<file path="src/rtl/tf_table_loader.sv">
// Run-time loadable twiddle-factor table: a valid/ready stream fills the RAM, then an FFT
// stage reads it sequentially with wraparound and one cycle of latency.
module tf_table_loader #(
    parameter int unsigned float_len   = 32,
    parameter int unsigned tf_num      = 4,
    parameter int unsigned tf_addr_len = 2
) (
    input  logic                     clk,
    input  logic                     rst,
    input  logic                     load_start,
    input  logic [2*float_len-1:0]   wr_data,
    input  logic                     wr_valid,
    output logic                     wr_ready,
    output logic                     wr_drop,
    output logic                     load_done,
    output logic                     table_ready,
    input  logic                     rd_en,
    output logic [2*float_len-1:0]   rd_data,
    output logic                     rd_data_valid
);

    localparam logic [tf_addr_len-1:0] LastAddr = tf_addr_len'(tf_num - 1);

    typedef enum logic [1:0] {
        StIdle,
        StLoad,
        StReady
    } state_e;

    state_e                   state;
    logic [tf_addr_len-1:0]   waddr;
    logic [tf_addr_len-1:0]   raddr;
    logic [2*float_len-1:0]   mem [tf_num];

    logic wr_fire;
    logic rd_fire;

    // A beat coincident with load_start belongs to neither the old nor the new load.
    assign wr_ready = (state == StLoad) && !load_start;
    assign wr_fire  = wr_valid && wr_ready;
    assign rd_fire  = rd_en && (state == StReady);

    always_ff @(posedge clk) begin
        if (wr_fire) begin
            mem[waddr] <= wr_data;
        end
    end

    always_ff @(posedge clk or posedge rst) begin
        if (rst) begin
            state         <= StIdle;
            waddr         <= '0;
            raddr         <= '0;
            wr_drop       <= 1'b0;
            load_done     <= 1'b0;
            table_ready   <= 1'b0;
            rd_data       <= '0;
            rd_data_valid <= 1'b0;
        end else begin
            load_done     <= 1'b0;
            rd_data_valid <= rd_fire;

            if (rd_fire) begin
                rd_data <= mem[raddr];
                raddr   <= raddr + 1'b1;
            end

            if (load_start) begin
                state       <= StLoad;
                waddr       <= '0;
                raddr       <= '0;
                table_ready <= 1'b0;
                wr_drop     <= 1'b0;
            end else if (wr_fire) begin
                waddr <= waddr + 1'b1;
                if (waddr == LastAddr) begin
                    state       <= StReady;
                    load_done   <= 1'b1;
                    table_ready <= 1'b1;
                end
            end

            // Placed after the restart clear so a dropped beat on the restart cycle still flags.
            if (wr_valid && !wr_ready) begin
                wr_drop <= 1'b1;
            end
        end
    end

endmodule

</file>
<file path="config.mk">
export PLATFORM = sky130hd
export DESIGN_NAME = tf_table_loader
export DESIGN_NICKNAME = d
export VERILOG_FILES = /design/src/rtl/tf_table_loader.sv
export SDC_FILE = /design/constraint.sdc
export NUM_CORES = 1
export LEC_CHECK = 0
export BUFFER_PORTS_ARGS = -buffer_cell sky130_fd_sc_hd__buf_2
export CAP_MARGIN = 20
export CORE_MARGIN = 4
export CORE_UTILIZATION = 46
export DETAILED_ROUTE_END_ITERATION = 12
export PLACE_DENSITY_LB_ADDON = 0.25
export SYNTH_ARGS = -nofsm -noshare
export SYNTH_HDL_FRONTEND = slang
export SYNTH_SLANG_ARGS = --single-unit
</file>
<file path="constraint.sdc">
create_clock -name clk -period 3.5 [get_ports clk]
set_input_delay 0.7 -clock clk [delete_from_list [all_inputs] [get_ports clk]]
set_output_delay 0.7 -clock clk [all_outputs]
set_load 0.01 [all_outputs]
</file>
### Word-level counts from Yosys, hierarchy flattened

Memories as Yosys holds them, arrays and structs flattened. A register that Yosys moved wholly into a read port is not among the register bits.
Cells that the tools add are included.

* register bits: 10
* memory bits (read-only): 0
* input bits: 69
* latch bits: 0
* logic and storage cells: 41
* memory bits (writable): 256
* memories: 1

Memory list
* mem: words 4, bits a word 64, read ports 1, clocked after memory_dff 1, wr ports 1, RTL line 33 `logic [2*float_len-1:0] mem [tf_num];`

* bitwise gates (word level): 0
* mux-type cells: 17
* divide/modulo/power cells: 0
* add/sub/neg operators: 2
* $mul: 0
* reductions and logical operators: 11
* magnitude comparators: 0
* shift-type cells: 0
* eq/ne operators: 3

Operator list (count)
* $mux 2: 7
* $mux 1: 10
* $reduce_bool 2->1: 4
* $add 2x1->2 const B: 2
* $eq 2x2->1 const B: 2
* $logic_and 1x1->1: 4
* $eq 2x1->1 const B: 1
* $logic_not 1->1: 2
* $reduce_and 2->1: 1

### Depth between registers and ports, before layout

* word-level depth: 5
* mapped depth: 5
* depth with buffers taken out: 4

### Worst setup path after synthesis

No wires, ideal clock.

* path type: input port to flip-flop
* start point: input port load_start
* end point: memory mem[3][0] in the netlist's numbering (enable)
* data required time: 3.069 ns
* path slack: 0.235 ns
* stages: 4
* arrival: 2.834 ns
* setup time: 0.431 ns
* path through: buf_2 > nor4bb_1 > buf_2 > and2_1

* word-level cells in the longest chain between the ends: 5

RTL lines
* start: declaration: RTL line 10 `input logic load_start,`
* $logic_not 1->1: RTL line 39 `assign wr_ready = (state == StLoad) && !load_start;`
* $logic_and 1x1->1: RTL line 39
* $logic_and 1x1->1: RTL line 40 `assign wr_fire = wr_valid && wr_ready;`
* $mux 1: RTL line 44 `if (wr_fire) begin`
* $mux 1 (implied by the code): RTL line 45 `mem[waddr] <= wr_data;`
* end: declaration: RTL line 33

Every way passes these cells.

### Final worst setup path

* start point: register state[0]
* end point: register rd_data[15], read port of mem

* word-level cells in the longest chain between the ends: 2

RTL lines
* start: declaration: RTL line 30 `state_e state;`
* start signal: assignment: RTL line 51 `state <= StIdle;`
* start signal: assignment: RTL line 69 `state <= StLoad;`
* start signal: assignment: RTL line 77 `state <= StReady;`
* $eq 2x2->1: RTL line 41 `assign rd_fire = rd_en && (state == StReady);`
* $logic_and 1x1->1: RTL line 41
* end: declaration: RTL line 18 `output logic [2*float_len-1:0] rd_data,`

Every way passes these cells.
A chain may end at the register's enable or synchronous reset.

==> impl_metrics.toml <==
[status]
status = "finished, final reports clean"

[setup_path]
slowest_stage = "nand4b_1"
critPathKind = "flop to flop"
start_kind = "flop"
slowest_delay_ns = 0.91
end_kind = "flop"
path_buf_inv = 1
crit_arrival_ns = 2.70
worstPathRequired_ns = 3.90
path_delay_family = "simple AND/OR/NAND/NOR gates"
cp_cell_sequence = "nand4b_1 > buf_4 > o221ai_2"
critPathMaxFanout = 19

[yosys]
synth-seq-cells = 329
synth_edf_count = 256
syn_area_per_cell_um2 = 18.9
syn-cell-area_um2 = 12400
yosysSeqAreaShare_pct = 77.0
synth_cell_types = 26
yosysWarnings = 0
syn_inst = 655
synth-main-ff-cell = "edfxtp_1"
synth_async_sr_flop_share_pct = 22.2
syn-num-nets = 728

[floorplanning]
die_width_um = 172
die_y_um = 172
io_pins = 138
die-area_um2 = 29500
core_area_um2 = 26200
initial_core_util_pct = 47.1
std_cell_rows = 59

[clocking]
h-tree-depth = 2
cts_setup_buffers = 0
ctsResizeCount = 0
clockRootBuffer = "clkbuf_16"
cts_hold_buf = 0
numCtsBuffers = 34
cts_tree = "yes"
insertion_delay_ns = 0.49
path_clk_slew_ns = 0.06
cts.sinks = 329
cts_buffer_depth = 3

[route]
drc = 0
vias = 6341
topRoutingLayerUsed = "met5"
met1_length_mm = 10.7
vias_per_cell = 5.41
firstDrtPassIters = 4
antenna_left = 0
routed_wl_mm = 25.5
wl_met3_mm = 1.12
met2_length_mm = 13.2
drtIter0Drc = 310
wl_per_cell_um = 21.7

[sta]
relSlewSlack_pct = 29.6
max_freq_ghz = 0.435
rsz0062_at_grt = "no"
fin_crit_sh_pct = 65.6
finClkSkew_ns = 0.00703
finalWorstSetupSlack_ns = 1.20
setup_viol = 0
slew_violations = 0
tightest_slew_ns = 1.05
hold_viol_final = 0
final.setup.tns_ns = 0
whs_ns = 0.139
period_needed_ns = 2.30

[global_route]
grtUsageTotal_pct = 17.3
grt_max_degree = 67
grt_overflow = 0
antenna_found_initial = 3
grt_pass1_vias = 6943
grt_pass1_wl_mm = 39.1

[final_layout]
drive_above_1_share_pct = 31.5
fillers = 1969
ff_latch_area_um2 = 9520
fin_area_um2 = 14600
syn2layout_area_growth_pct = 18.3
fin_util_pct = 55.8
final_cells = 1172
fin_nets = 883
multi_input_area_um2 = 2600

[placement]
dp_hpwl_mm = 15.8
dp_slack_ns = 0.891
port_buffers = 137
place.gp.congestion = 0.741
dp_cells = 1109
place_area_um2 = 13500

[pwr]
power_frac_clock_pct = 43.8
intPower_mw = 6.65
power_switching_mw = 1.59
combPwrFrac_pct = 3.1
p_total_mw = 8.24
leakage_nw = 5.26
powerDensity_nw_per_um2 = 564
p_sw_share_pct = 19.3
p_seq_share_pct = 53.0
peakVddDrop_mv = 0.377

[min_path]
hold_path_class = "input port to async pin"

[flow_run]
maxCapViolations = 0
synth_stat cells (4+ instances only):
cell type  number  area share (%)
mux2i_1       128              10
dfrtp_1        73              15
nand2_1        66             2.0
buf_1           4            0.12
ha_1            4            0.41
buf_4           6            0.36
o221ai_2       50             6.1
clkbuf_1        5            0.15
buf_6           6            0.55
edfxtp_1      256              62
nor2_1          4            0.12
o221ai_1       14            0.99
buf_2          17            0.69
inv_1           6            0.18
and2_1          5            0.25
cell families after synthesis:
logic type	Yosys count	share of synthesized area, %
compound gates	68	7.30
xor+xnor	1	0.0709
fa+ha+maj	4	0.405
buf+inv	44	2.06
flops	329	77.0
mux	129	10.5
simple gates	80	2.70
worst register-to-register path: stages, from the launching register on:
cell and delay [ns]:
dfrtp_1 0.43, nand4b_1 0.91, buf_4 0.62, o221ai_2 0.25
power groups by stage:
stage	Sequential (mW)	Combinational, mW	Clock, mW
finish	4.37	0.259	3.61
global route	4.38	0.289	3.85
CTS	4.37	0.267	3.69
detailed placement	4.45	0.266	0
global placement	4.44	0.254	0
floorplan	4.45	0.111	0
registers in the layout, summed over array words and instances (netlist names):
name,flops
table_ready,1
rd_data_valid,1
waddr,2
state,1
rd_data,64
wr_drop,1
mem,256
raddr,2
load_done,1
routing by layer:
metal,up-vias,GRT usage (%)
met5,-,0
met4,2,5.47
met3,38,3.27
met2,141,30.2
met1,3272,22.1
li1,2888,-
final timing paths:
path	from	to	slack, ns	cells past startpoint
max in group asynchronous	rst	raddr[1]$_DFFE_PP0P_	2.56	3
hold / removal	rst	rd_data[3]$_DFFE_PP0P_	0.14	2
setup / recovery	state[0]$_DFFE_PP0P_	rd_data[15]$_DFFE_PP0P_	1.20	3
min in group clk	wr_data[44]	mem[3][44]$_DFFE_PP_	0.42	1
hold reg to reg	rd_data[10]$_DFFE_PP0P_	rd_data[10]$_DFFE_PP0P_	0.48	2
setup reg to reg	state[0]$_DFFE_PP0P_	rd_data[15]$_DFFE_PP0P_	1.20	3
placed cells by master (no fill, tap or decap), drive strengths merged:
cell	instances
a21o	1
clkbuf	45
xor2	1
nor4bb	1
buf	157
bufinv	5
diode	2
a21oi	1
nand4b	1
o2bb2ai	1
nor3b	1
clkinv	11
nor2	4
o31ai	1
edfxtp	256
nand2	66
inv	6
and2	5
mux2	1
nand3b	1
mux2i	128
or2	1
ha	4
o221ai	64
dfrtp	73
final cells by class:
cell class | count | area share, %
flip-flops and latches | 329 | 65.1
multi-input cells | 282 | 17.8
clock buffers | 45 | 6.32
repair buffers | 157 | 6.32
well taps | 335 | 2.87
clock inverters | 16 | 1.40
inverters | 6 | 0.163
diodes | 2 | 0.0342
Note: power is estimated with default switching activity, not from simulation.
